[config.mk]
export PLATFORM = sky130hd
export DESIGN_NAME = mult32x32_fast_fsm
export DESIGN_NICKNAME = d
export VERILOG_FILES = /design/src/rtl/mult32x32_pkg.sv /design/src/rtl/mult32x32_fast_fsm.sv
export SDC_FILE = /design/constraint.sdc
export NUM_CORES = 1
export LEC_CHECK = 0
export CORE_AREA = 2 2 39 41
export DETAILED_ROUTE_END_ITERATION = 6
export DIE_AREA = 0 0 41 43
export HOLD_SLACK_MARGIN = 0.06
export SYNTH_ARGS = -nofsm -noshare
export SYNTH_HDL_FRONTEND = slang
export SYNTH_SLANG_ARGS = --single-unit
[constraint.sdc]
create_clock -name clk -period 1.4 [get_ports clk]
set_input_delay 0.14 -clock clk [delete_from_list [all_inputs] [get_ports clk]]
set_output_delay 0.14 -clock clk [all_outputs]
set_load 0.02 [all_outputs]
[src/rtl/mult32x32_pkg.sv]
// Shared definitions for the fast 32x32 multiplier.
//   state_t   : sequencing states of the controller (IDLE plus one state per
//               16x16 partial product, named by which operand halves it uses)
//   SHIFT_*   : shift_sel encodings understood by the arithmetic unit
package mult32x32_pkg;

  typedef enum logic [2:0] {
    IDLE = 3'd0,
    A0B0 = 3'd1,
    A0B1 = 3'd2,
    A1B0 = 3'd3,
    A1B1 = 3'd4
  } state_t;

  localparam logic [1:0] SHIFT_0  = 2'b00;
  localparam logic [1:0] SHIFT_16 = 2'b01;
  localparam logic [1:0] SHIFT_32 = 2'b10;

endpackage

[src/rtl/mult32x32_fast_fsm.sv]
// Sequencing controller for the fast 32x32 multiplier arithmetic unit.
// A start pulse in IDLE clears the product register and walks the 16x16
// partial-product schedule A0B0 -> A0B1 -> A1B0 -> A1B1, skipping products
// whose operand MSW is zero when SKIP_ZERO_MSW=1.
//
// Handshake: start is sampled only in IDLE (including the done cycle, which
// is an IDLE cycle, so back-to-back multiplies are possible); start while
// busy is ignored. done is a one-cycle pulse in the first IDLE cycle after
// the last step, and the product is valid in that cycle.
//
// Ports
//   clk, reset        : clock, synchronous active-high reset
//   start             : begin a multiply (IDLE only)
//   a_msw_is_0        : a[31:16]==0, from the arithmetic unit
//   b_msw_is_0        : b[31:16]==0, from the arithmetic unit
//   busy              : 1 in every non-IDLE state
//   done              : one-cycle completion pulse
//   a_sel, b_sel      : operand half select (0 low, 1 high)
//   shift_sel         : partial-product shift (00 <<0, 01 <<16, 10 <<32)
//   upd_prod          : accumulate partial product
//   clr_prod          : clear product register
//   dbg_state         : current state encoding, for observation only
module mult32x32_fast_fsm
  import mult32x32_pkg::*;
#(
  parameter logic SKIP_ZERO_MSW = 1'b1
) (
  input  logic       clk,
  input  logic       reset,
  input  logic       start,
  input  logic       a_msw_is_0,
  input  logic       b_msw_is_0,
  output logic       busy,
  output logic       done,
  output logic       a_sel,
  output logic       b_sel,
  output logic [1:0] shift_sel,
  output logic       upd_prod,
  output logic       clr_prod,
  output logic [2:0] dbg_state
);

  state_t state;
  state_t state_nxt;
  logic   za;
  logic   zb;
  logic   done_q;

  // State, latched MSW-zero flags and the done pulse.
  always_ff @(posedge clk) begin
    if (reset) begin
      state  <= IDLE;
      za     <= 1'b0;
      zb     <= 1'b0;
      done_q <= 1'b0;
    end else begin
      state  <= state_nxt;
      // Leaving a step state for IDLE means the last product was accumulated.
      done_q <= (state != IDLE) && (state_nxt == IDLE);
      if ((state == IDLE) && start) begin
        za <= SKIP_ZERO_MSW & a_msw_is_0;
        zb <= SKIP_ZERO_MSW & b_msw_is_0;
      end
    end
  end

  // Next state and step decode. Outputs are forced low while reset is held
  // so that a mid-operation abort never leaks a step or clear to the unit.
  always_comb begin
    state_nxt = state;
    busy      = 1'b0;
    a_sel     = 1'b0;
    b_sel     = 1'b0;
    shift_sel = SHIFT_0;
    upd_prod  = 1'b0;
    clr_prod  = 1'b0;
    unique case (state)
      IDLE: begin
        if (start) begin
          clr_prod  = 1'b1;
          state_nxt = A0B0;
        end
      end
      A0B0: begin
        busy     = 1'b1;
        upd_prod = 1'b1;
        if (!zb)      state_nxt = A0B1;
        else if (!za) state_nxt = A1B0;
        else          state_nxt = IDLE;
      end
      A0B1: begin
        busy      = 1'b1;
        upd_prod  = 1'b1;
        b_sel     = 1'b1;
        shift_sel = SHIFT_16;
        state_nxt = (!za) ? A1B0 : IDLE;
      end
      A1B0: begin
        busy      = 1'b1;
        upd_prod  = 1'b1;
        a_sel     = 1'b1;
        shift_sel = SHIFT_16;
        state_nxt = (!zb) ? A1B1 : IDLE;
      end
      A1B1: begin
        busy      = 1'b1;
        upd_prod  = 1'b1;
        a_sel     = 1'b1;
        b_sel     = 1'b1;
        shift_sel = SHIFT_32;
        state_nxt = IDLE;
      end
      default: state_nxt = IDLE;
    endcase
    if (reset) begin
      busy      = 1'b0;
      a_sel     = 1'b0;
      b_sel     = 1'b0;
      shift_sel = SHIFT_0;
      upd_prod  = 1'b0;
      clr_prod  = 1'b0;
    end
  end

  assign done      = done_q & ~reset;
  assign dbg_state = state;

endmodule

Word level (Yosys, flattened, before mapping)
Index checks and enable logic that the tools add are counted.

Flip-flop bits (word level): 6. Logic and storage cells: 35.

Bitwise gates (word level): 2. Multiplexer cells: 16. Eq/ne operators: 4. Reductions and logical operators: 9.

Operators with widths (count): 3-bit one-hot mux with 4 select lines (1); 1-bit 2-to-1 mux (9); 3-bit by 2-bit == test with 1-bit output (second input constant) (2); 3-bit logical NOT (2); 2-bit 2-to-1 mux (3); 3-bit 2-to-1 mux (2); 2-bit OR reduction (3); 2-bit one-hot mux with 2 select lines (1); 4-bit OR reduction (1); 3-bit by 1-bit == test with 1-bit output (second input constant) (1); 3-bit == test (second input constant) (1); 3-bit nonzero test (1); 1-bit logical AND (2); 1-bit bitwise AND (1); 1-bit NOT (1).

Depth between registers and ports, before layout
Depth in word-level cells: 5. Gate-level depth with buffers: 5.

Worst setup path after synthesis
OpenSTA, ideal clock, no wires.

Path kind: reg2out. Start point: register state[1], in the netlist dbg_state[1]. End point: output upd_prod. Path slack: -184 ps. Arrival: 1444 ps. Required time: 1260 ps. Stages on the path, launching flop included: 6. Path through: dfxtp_1 > buf_6 > nor2_1 > xor2_1 > nor2_1 > buf_4.

Longest elaborated chain between the ends: 4.

Ends and longest elaborated chain: start: declaration (line mult32x32_fast_fsm.sv:43) `state_t state;`; start signal: assignment (line mult32x32_fast_fsm.sv:57) `state <= state_nxt;`; 3-bit by 1-bit == test with 1-bit output (tied with other cells); 4-bit OR reduction (no line) (*); 1-bit 2-to-1 mux (*) (2 in a row); end: declaration (line mult32x32_fast_fsm.sv:38) `output logic upd_prod,`.

Every way passes the cells marked *; elsewhere a longest branch is shown, timed or not.

Worst setup path after layout
Start point: register state[1], in the netlist dbg_state[1]. End point: output clr_prod.

Longest elaborated chain between the ends: 3.

Ends and longest elaborated chain: 3-bit logical NOT (line mult32x32_fast_fsm.sv:77) `unique case (state)`; 1-bit 2-to-1 mux (line mult32x32_fast_fsm.sv:77); 1-bit 2-to-1 mux (line mult32x32_fast_fsm.sv:115) `if (reset) begin`; end: declaration (line mult32x32_fast_fsm.sv:39) `output logic clr_prod,`.

No other way between the ends.

==> results.md <==
* LEAKAGE at 0.270 nW
* Site Rows at 14
* Most common cell in the netlist: dfxtp_1
* Unrepaired setup endpoints after global routing: false
* Yosys top cell by area: dfxtp_1
* Top cells by area, synth: dfxtp_1 30%, buf_6 8.3%, nor4b_4 5.8%
* Crit path time final at 1360 ps
* Maxcap violations at 0
* Mapped Avg Cell Area at 9.68 um2
* Final Max Tran Viols at 0
* Layout Nets at 72
* Reg power frac at 0.261
* Remaining global-route overflow at 0
* Core area at 0.00138 mm2
* PwrDens at 1930 mW/mm2
* IO Pins at 16
* Final ANT Viol Nets at 0
* HPWL after DPL at 609 um
* Max Clock Skew at 3.19 ps
* Antenna violations before repair at 0
* Final hold viol count at 0
* Largest net degree at the start of global routing at 9
* Die height at 43 um
* CTS sink cnt at 6
* Fin crit share at 0.970
* Post-synth EDFFs at 0
* Root Buffer: clkbuf_4
* Clk slew on worst S/H paths at 50 ps
* Router iterations before antenna repair at 2
* CTS tree: built
* Avg WL per Cell at 10.9 um
* Crit path DAT at 1220 ps
* Post-synthesis sequential area ratio at 0.295
* Clock power frac at 0.138
* Net count after synthesis at 47
* Skew-Pair Late Insertion Delay at 250 ps
* Synth cell count leaders: 6 x dfxtp_1, 5 x nor2_1, 3 x a21oi_1, 3 x buf_6
* Logic pwr share at 0.602
* Vias per cell at 4.72
* Max clock buf depth at 2
* Sw Share at 0.403
* Largest stage delay on the critical path at 370 ps
* Fill cells at 151
* Critical path peak fanout at 6
* Cells after synthesis at 42
* DIE AREA at 0.00176 mm2
* Crit path required time at 1260 ps
* Mapped Area at 407 um2
* Synthesized flop and latch total at 6
* Drt drc at 0
* Sequential Area at 129 um2
* Antenna Cells at 0
* Starting Density at 0.294
* Outcome: finished, final reports clean
* RD Place Congestion at 0.752
* Share of layout cells above drive strength 1 at 0.508
* CP Launch Type: flip-flop
* Sw Pwr at 0.492 mW
* Fin util at 0.457
* Yosys warnings at 0
* # H-tree levels at 1
* DIE WIDTH at 41 um
* First-pass GRT wire length at 1.31 mm
* 1st-iter DRT viols at 11
* Transition time of the tightest slew-check pin at 221 ps
* Post-synth ARST share at 0
* Crit-path cells: nor4b_4 -> nor2b_4 -> buf_6
* Rel. slew slack at 0.852
* Peak Freq at 736 MHz
* # setup viols final at 0
* CTS Buf Count at 3
* GR Util All Layers at 0.118
* Via count at 382
* Pwr Total at 1.22 mW
* Maximum vdd ir drop at 0.746 mV
* Routed WL at 880 um
* Area of the multi-input gates at 262 um2
* Post-synth cell types at 26
* Slowest cell on the critical path: dfxtp_4
* IO buf count at 15
* Worst setup path category: flip-flop to output pin
* Syn-to-layout area delta at 55.4%
* Critical Path End Type: output pin
* Internal at 0.727 mW
* Synth Flop Type: dfxtp_1
* Share of the synthesized area in the top cell type at 0.295
* Min-delay worst type: primary input to flip-flop
* Number of global-route vias before repair at 330
==> placed cells by master (no fill, tap or decap), types with 3 or more instances in the layout <==
cell type and n:
buf_2 5, clkbuf_4 3, clkdlybuf4s50_1 4, nor2_1 3, dlygate4sd2_1 3, buf_4 11
dfxtp_1 3, a21oi_1 3
==> repair_timing <==
action,CTS,global route
hold endpoints to repair,0,0
setup buffers,0,1
pin swaps,0,1
gates cloned,0,0
resized for setup,37,10
hold buffers,0,0
endpoints found under the setup margin,11,4
==> power groups by stage <==
| stage | Clock (mW) | Sequential (mW) | Combinational, mW |
|---|---|---|---|
| floorplan | 0 | 0.304 | 0.480 |
| global placement | 0 | 0.288 | 0.752 |
| detailed placement | 0 | 0.289 | 0.756 |
| CTS | 0.174 | 0.312 | 0.716 |
| global route | 0.183 | 0.328 | 0.788 |
| finish | 0.168 | 0.317 | 0.733 |
==> worst max-delay path, delay by kind of cell, from the launching register on <==
kind | cells | cell delay, ps
AND/OR/NAND/NOR | 2 | 480
flip-flops | 1 | 370
buffers and inverters | 1 | 110
==> state kept, by name (all words and copies together), names as in the netlist <==
name       flops
zb             1
done_q         1
za             1
dbg_state      3
==> metrics by stage <==
stage          hold slack [ps]  setup WS [ps]  std cells  TNS [ps]  area, um2
2_1_floorplan              287          -73.4         42     -73.4        415
3_3_place_gp               498           -348         77     -1920        608
3_5_place_dp               495           -350         77     -1960        608
4_1_cts                    499           16.3         80         0        623
5_1_grt                    526           2.49         81         0        632
6_report                   505           41.9         81         0        632
==> path summary, 6_finish.rpt <==
kind	slack, ps	start	end	depth (start not counted)
worst min-delay path	500	a_msw_is_0	za	3
worst max register to register	150	dbg_state[1]	zb	5
worst min register to register	510	zb	dbg_state[2]	1
worst max-delay path	40	dbg_state[1]	clr_prod	3
==> logic make-up after synthesis <==
group           after synthesis  synth area share
mux                           2            0.0492
xor+xnor                      3            0.0646
flops                         6             0.295
compound gates                7             0.126
simple gates                 18             0.345
buf+inv                       6             0.120
==> layout make-up <==
class / instances / share of cell area
tap: 16 / 0.0317
clock buffer: 3 / 0.0356
multi-input combinational: 30 / 0.414
sequential: 6 / 0.204
timing repair buffer: 25 / 0.309
inverter: 1 / 0.00594
==> per-layer routing <==
| layer | vias up | part of all wire | track usage |
|---|---|---|---|
| li1 | 192 | - | - |
| met1 | 173 | 0.42 | 0.124 |
| met2 | 12 | 0.48 | 0.159 |
| met3 | 5 | 0.052 | 0.0366 |
| met4 | 0 | 0.047 | 0.140 |
| met5 | - | 0 | 0 |
Note: power is estimated with default switching activity, not from simulation.
